<file path="src/rtl/act_buffer_loader.sv">
// act_buffer_loader: repacks a byte stream into TM-byte rows of a ping-pong activation buffer
// Ports: clk/rst (async, active-high); start/tile_rows/busy tile control;
// s_valid/s_ready/s_data/s_last input stream; we/waddr/wdata/bank_sel_wr buffer write port;
// bank_sel_rd/rd_bank_valid/bank_release consumer handoff; tile_done/tile_short/tile_overrun/rows_written status.
module act_buffer_loader #(
  parameter int TM = 14,
  parameter int ADDR_WIDTH = 7,
  parameter int IN_BYTES = 4
) (
  input  logic                    clk,
  input  logic                    rst,
  input  logic                    start,
  input  logic [ADDR_WIDTH:0]     tile_rows,
  output logic                    busy,
  input  logic                    s_valid,
  output logic                    s_ready,
  input  logic [IN_BYTES*8-1:0]   s_data,
  input  logic                    s_last,
  output logic                    we,
  output logic [ADDR_WIDTH-1:0]   waddr,
  output logic [TM*8-1:0]         wdata,
  output logic                    bank_sel_wr,
  output logic                    bank_sel_rd,
  output logic                    rd_bank_valid,
  input  logic                    bank_release,
  output logic                    tile_done,
  output logic                    tile_short,
  output logic                    tile_overrun,
  output logic [ADDR_WIDTH:0]     rows_written
);
  localparam int PB = TM + IN_BYTES - 1;
  localparam int CW = $clog2(PB + 1);
  localparam logic [CW-1:0] TMC = CW'(TM);
  localparam logic [CW-1:0] INC = CW'(IN_BYTES);
  localparam logic [ADDR_WIDTH:0] ONE = (ADDR_WIDTH+1)'(1);
  typedef enum logic [2:0] {IDLE, WAIT_BANK, FILL, FLUSH, DRAIN, DONE} state_t;
  state_t state, ns;
  logic [PB*8-1:0] pk, pk_n;
  logic [CW-1:0] cnt, cnt_n;
  logic [ADDR_WIDTH:0] rows, rows_n, rw_n;
  logic lst, lst_n, ovr_n, we_n, wr_n, rd_n, rel, acc;
  logic [1:0] full, full_n;
  logic [ADDR_WIDTH-1:0] waddr_n;
  logic [TM*8-1:0] wdata_n;
  assign acc = s_valid & s_ready;
  assign rel = bank_release & rd_bank_valid;
  // Packer bytes above cnt are kept zero, so appends can OR in place and the
  // flush row comes out zero-padded without masking.
  always_comb begin
    ns = state;
    pk_n = pk;
    cnt_n = cnt;
    rows_n = rows;
    rw_n = rows_written;
    lst_n = lst;
    ovr_n = 1'b0;
    we_n = 1'b0;
    waddr_n = waddr;
    wdata_n = wdata;
    full_n = full;
    wr_n = bank_sel_wr;
    rd_n = bank_sel_rd;
    case (state)
      IDLE: if (start && tile_rows != '0) begin
        rows_n = tile_rows;
        rw_n = '0;
        lst_n = 1'b0;
        ns = WAIT_BANK;
      end
      WAIT_BANK: ns = full[bank_sel_wr] ? WAIT_BANK : FILL;
      FILL: if (rows_written == rows) ns = lst ? DONE : DRAIN;
      else if (cnt >= TMC) begin
        we_n = 1'b1;
        waddr_n = rows_written[ADDR_WIDTH-1:0];
        wdata_n = pk[TM*8-1:0];
        pk_n = pk >> (8*TM);
        cnt_n = cnt - TMC;
        rw_n = rows_written + ONE;
      end
      else if (lst) ns = (cnt != '0) ? FLUSH : DONE;
      else if (acc) begin
        pk_n = pk | ((PB*8)'(s_data) << {cnt, 3'b000});
        cnt_n = cnt + INC;
        lst_n = s_last;
      end
      FLUSH: begin
        we_n = 1'b1;
        waddr_n = rows_written[ADDR_WIDTH-1:0];
        wdata_n = pk[TM*8-1:0];
        rw_n = rows_written + ONE;
        ns = DONE;
      end
      DRAIN: if (acc && s_last) begin
        ns = DONE;
        ovr_n = 1'b1;
      end
      DONE: begin
        full_n[bank_sel_wr] = 1'b1;
        wr_n = ~bank_sel_wr;
        pk_n = '0;
        cnt_n = '0;
        ns = IDLE;
      end
      default: ns = IDLE;
    endcase
    if (rel) begin
      full_n[bank_sel_rd] = 1'b0;
      rd_n = ~bank_sel_rd;
    end
  end
  always_ff @(posedge clk or posedge rst)
    if (rst) begin
      state <= IDLE;
      pk <= '0;
      cnt <= '0;
      rows <= '0;
      rows_written <= '0;
      lst <= 1'b0;
      full <= 2'b00;
      bank_sel_wr <= 1'b0;
      bank_sel_rd <= 1'b0;
      rd_bank_valid <= 1'b0;
      we <= 1'b0;
      waddr <= '0;
      wdata <= '0;
      busy <= 1'b0;
      tile_done <= 1'b0;
      tile_short <= 1'b0;
      tile_overrun <= 1'b0;
      s_ready <= 1'b0;
    end else begin
      state <= ns;
      pk <= pk_n;
      cnt <= cnt_n;
      rows <= rows_n;
      rows_written <= rw_n;
      lst <= lst_n;
      full <= full_n;
      bank_sel_wr <= wr_n;
      bank_sel_rd <= rd_n;
      rd_bank_valid <= full_n[rd_n];
      we <= we_n;
      waddr <= waddr_n;
      wdata <= wdata_n;
      busy <= ns != IDLE;
      tile_done <= ns == DONE;
      tile_short <= ns == DONE && rw_n < rows_n;
      tile_overrun <= ns == DONE && ovr_n;
      // Registered ready: asserted only for cycles in which the FSM will take a beat.
      s_ready <= ns == DRAIN || (ns == FILL && cnt_n < TMC && !lst_n && rw_n != rows_n);
    end
endmodule
</file>
<file path="config.mk">
export PLATFORM = sky130hd
export DESIGN_NAME = act_buffer_loader
export DESIGN_NICKNAME = d
export VERILOG_FILES = /design/src/rtl/act_buffer_loader.sv
export SDC_FILE = /design/constraint.sdc
export NUM_CORES = 1
export LEC_CHECK = 0
export ABC_AREA = 1
export CAP_MARGIN = 20
export CORE_ASPECT_RATIO = 0.7
export CORE_MARGIN = 3
export CORE_UTILIZATION = 57
export DETAILED_ROUTE_END_ITERATION = 7
export GPL_TIMING_DRIVEN = 0
export PLACE_DENSITY = 0.81
export SETUP_SLACK_MARGIN = 0.4
export SYNTH_ARGS = -nofsm -noshare
export SYNTH_HDL_FRONTEND = slang
export SYNTH_SLANG_ARGS = --single-unit
</file>
<file path="constraint.sdc">
create_clock -name clk -period 14.35 [get_ports clk]
set_input_delay 2.87 -clock clk [delete_from_list [all_inputs] [get_ports clk]]
set_output_delay 2.87 -clock clk [all_outputs]
set_load 0.02 [all_outputs]
</file>
---- Word-level counts from Yosys, hierarchy flattened ----
Cells that the tools add are included.
cells by class
  $add $sub $neg .......................... 3
  multiplexer cells ....................... 53
  equal/unequal tests ..................... 14
  bitwise logic cells ..................... 8
  reduce and logical (&&, ||, !) cells .... 19
  magnitude comparators ................... 8
  shift operators ......................... 1
operators by type and width
  kind                 number
  $mux 136             4
  $pmux 136 s2         1
  $mux 112             2
  $pmux 112 s2         1
  $or 136x136->136     1
  $shl 32x8->136       1
  $mux 8               5
  $pmux 8 s3           1
  $mux 5               4
  $mux 3               6
  $mux 1               17
  $pmux 3 s5           1
  $mux 7               2
  $pmux 7 s2           1
  $eq 3x3->1 const B   4
  $pmux 5 s2           1
  $eq 3x2->1 const B   3
  $logic_and 1x1->1    9
  $add 8x1->8 const B  1
  $eq 8x8->1           1
  $lt 8x8->1           1
  $ne 8x8->1           1
  $reduce_bool 8->1    1
  $lt 1x2->1 const B   3
  24 further kinds     34
word-level totals
  word-level logic and storage cells ...... 124
  output and inout port bits .............. 136
  flip-flop bits (word level) ............. 291
  bits of input ports ..................... 46

---- Longest topological paths before layout ----
  depth after elaboration ................. 11
  depth in mapped cells ................... 21
  depth with buffers taken out ............ 20

---- Worst setup path before layout ----
OpenSTA, ideal clock, no wires.
  kind .................................... in2reg
  from .................................... in tile_rows[6]
  to ...................................... reg s_ready
  setup time .............................. 117 ps
  path slack .............................. 9877 ps
  data required time ...................... 14233 ps
  cell stages on the path ................. 15
  arrival ................................. 4357 ps
  buffers on the path ..................... 0
  cell sequence ........................... nor2_1 > nand4_1 > nand2_1 > nand2_1 > nand3_1 > o21ai_0 > o21ai_0 > ha_1 > nand4_1 > nor3_1 > nor2_1 > nand3_1 > nor2_1 > nand2_1 > nand2_1
on the way
  elaborated cells on any way between the ends .. 18
  those cells by class .................... 3 x eq/ne; 8 x mux; 7 x reduce/logical
RTL lines
  item                  line  source
  start, declared       13    input logic [ADDR_WIDTH:0] tile_rows,
  $reduce_bool 8->1     64    IDLE: if (start && tile_rows != '0) begin
  $logic_and 1x1->1     64
  $mux 8                64
  $pmux 8 s3            63    case (state)
  via rw_n[7]           40    logic [ADDR_WIDTH:0] rows, rows_n, rw_n;
  $ne 8x8->1            150   s_ready <= ns == DRAIN || (ns == FILL && cnt_n < TMC && !lst_n && rw_n != rows_n);
  $logic_and 1x1->1     150
  $logic_or 1x1->1      150
  end signal, assigned  150
  end, declared         16    output logic s_ready,
The timed path passes the listed nets, and every way through them passes these cells.
A chain may end at the register's enable or synchronous reset.

---- Worst setup path in the final report ----
  from .................................... in tile_rows[5]
  to ...................................... reg tile_short
on the way
  longest elaborated chain between the ends .. 6
  elaborated cells on any way between the ends .. 11
  those cells by class .................... 1 x order compare; 1 x eq/ne; 6 x mux; 3 x reduce/logical
RTL lines
  item                                      line  source
  $reduce_bool 8->1                         64
  $logic_and 1x1->1                         64
  $mux 8 or $mux 3 (tied branches)          64
  $pmux 8 s3 (tied with other cells)        63
  $lt 8x8->1 or $eq 3x3->1 (tied branches)  147   tile_short <= ns == DONE && rw_n < rows_n;
  $logic_and 1x1->1 *                       147
  end signal, assigned                      147
  end, declared                             27    output logic tile_short,
Mark *: on every way between the ends. The rest lies on a longest branch, timed or not.

==> impl_metrics.toml <==
[outcome]
status = "completed"

[synthesis]
synth-seq-cells = 290
yosysWarningCount = 0
syn_inst = 1958
yosysTopAreaCell = "dfrtp_1"
ys_types = 33
ys_seq_area_frac = 0.483
synth-main-ff-cell = "dfrtp_1"
avgSynthCellArea_um2 = 7.67
ys_top_cells_by_area = "dfrtp_1, nand2_1, nand3_1, a211oi_1, o21ai_0"
synth_fp_nets = 2016
ys_async_sr_fraction = 1.00
synth_top_area_frac = 0.483
synth_edf_count = 0
synth_area_mm2 = 0.0150

[timing]
rsz0062_at_grt = "no"
relSlewSlack = 0.349
post-route-period-util = 0.361
post-route-min-period_ns = 5.18
slew_viol_final = 0
hold_viol = 0
setup_viol = 0
max_freq_ghz = 0.193
fin_skew_ns = 0.0120
setup-tns-final_ns = 0
tightest_slew_ns = 0.973

[clock_tree]
cts_root_buffer = "clkbuf_16"
hold_buffers = 0
cts_setup_buffers = 0
clock_latency_ns = 0.55
cts_buffers = 27
clockBufferDepth = 3
htreeDepth = 1
cts_tree = "built"
clkTransAtPathRegs_ns = 0.07
cts_sinks = 290
postCtsResizedCells = 0

[die]
die_x_um = 200
pin_count = 182
die_area_mm2 = 0.0284
die_y_um = 142
core-area_mm2 = 0.0258
start_util = 0.582
rows = 49

[final_layout]
area_growth_pct = 21.6
final_cell_mix = "nand2_1, dfrtp_1, nand3_1"
final_net_count = 2229
final_common_cell = "nand2_1"
antenna_cells = 0
drive_gt1_frac = 0.0534
fillers = 1994

[pwr]
powerDensity_mw_per_mm2 = 237
ir_drop_v = 0.000153
p_leak_uw = 0.00866
report.power.total_uw = 4330

[routing]
wire_per_inst_um = 21.2
drt_pass1_iterations = 8
routed_wl_mm = 53.9
drt_iter0_drc = 1846
drc_errors = 0
num_vias = 15290
detail-route-antenna-nets = 0
vias_per_cell = 6.00

[grt]
overflow = 0
grt_pass1_vias = 14291
antenna_found_initial = 2
grt_max_degree = 134
grt_usage = 0.380
grt_pass1_wl_mm = 82.6
grt_busiest_layer = "met1"
met1_usage = 0.571
use_met3 = 0.0900
grt_util_met2 = 0.558

[place]
gp_congestion = 1.05
dpl.hpwl_mm = 40.4
numPortBuffers = 181

[setup_path]
critPathMaxFanout = 10
critPathArrivalTime_ns = 5.67
required_ns = 14.84
crit_type = "in2reg"
critPathLaunchType = "primary input"
end_kind = "flip-flop"

[worst_hold_path]
hp-class = "reg2reg"

[job]
maxCapViolCount = 0
==> cell type report <==
cell class,count,area [µm²],area share
sequential,290,7260,0.397
multi-input combinational,1334,6390,0.350
timing repair buffer,184,1870,0.103
clock buffer,34,732,0.0401
inverter,186,706,0.0386
buffer,148,669,0.0367
tap,357,447,0.0245
clock inverter,14,186,0.0102
==> sequential cells by signal (all words and copies together), names as in the netlist, 2 cells and up <==
register / cells
state: 3
waddr: 7
full: 2
rows_written: 8
wdata: 112
rows: 8
cnt: 4
pk: 136
==> power breakdown <==
group	internal, µW	switching (µW)
sequential	1120	190
combinational	723	1540
clock	434	327
total	2280	2050
==> cell usage after synthesis (all sizes together), types with 2 or more instances <==
master	number
o21ai	164
nor3	20
clkbuf	98
inv	184
xnor2	3
o211ai	9
a21oi	30
clkinv	2
buf	50
nand2	599
or2	8
o31ai	3
nand3	241
nand4	52
nor2	69
ha	12
a31oi	6
a22o	2
a211oi	113
dfrtp	290
==> metrics by stage <==
stage	area, µm²	std cells	hold WS [ns]	setup slack, ns	utilization
floorplan	15000	1958	0.442	3.47	-
global placement	17300	2496	0.453	0.153	0.669
detailed placement	17300	2498	0.458	8.71	0.672
CTS	18300	2546	0.475	9.28	0.707
global route	18300	2547	0.487	9.00	0.707
finish	18300	2547	0.472	9.17	0.707
==> layer usage <==
metal	vias up	share of wire
met5	-	0
met4	0	0.031
met3	126	0.11
met2	892	0.43
met1	7377	0.43
li1	6895	-
==> cells by family after synthesis <==
family                     count (synthesis)  synth area share
AOI/OAI and AO/OA                        329             0.133
xor gates and xnor gates                   4           0.00233
adders and majority gates                 12            0.0100
buffers and inverters                    334            0.0911
DFF                                      290             0.483
and+or+nand+nor                          989             0.280
==> worst max-delay path, cell delays in order <==
cell,delay (ns)
clkdlybuf4s50_1,0.44
nor2_1,0.21
nand4_1,0.17
nand3_1,0.30
inv_1,0.24
o21ai_0,0.33
ha_1,0.31
a21oi_1,0.19
nor2_1,0.06
a211oi_1,0.28
o221ai_1,0.17
nor2_1,0.11
==> final timing paths <==
check,slack (ns),end,cells past startpoint,startpoint
setup / recovery,9.17,tile_short$_DFF_PP0_,12,tile_rows[5]
hold / removal,0.47,pk[22]$_DFFE_PP0P_,2,pk[22]$_DFFE_PP0P_
setup reg to reg,10.69,s_ready$_DFF_PP0_,20,rows_written[1]$_DFF_PP0_
hold reg to reg,0.47,pk[22]$_DFFE_PP0P_,2,pk[22]$_DFFE_PP0P_
max in group asynchronous,10.58,wdata[50]$_DFFE_PP0P_,3,rst
min in group asynchronous,2.75,waddr[0]$_DFFE_PP0P_,2,rst
Note: power is estimated with default switching activity, not from simulation.
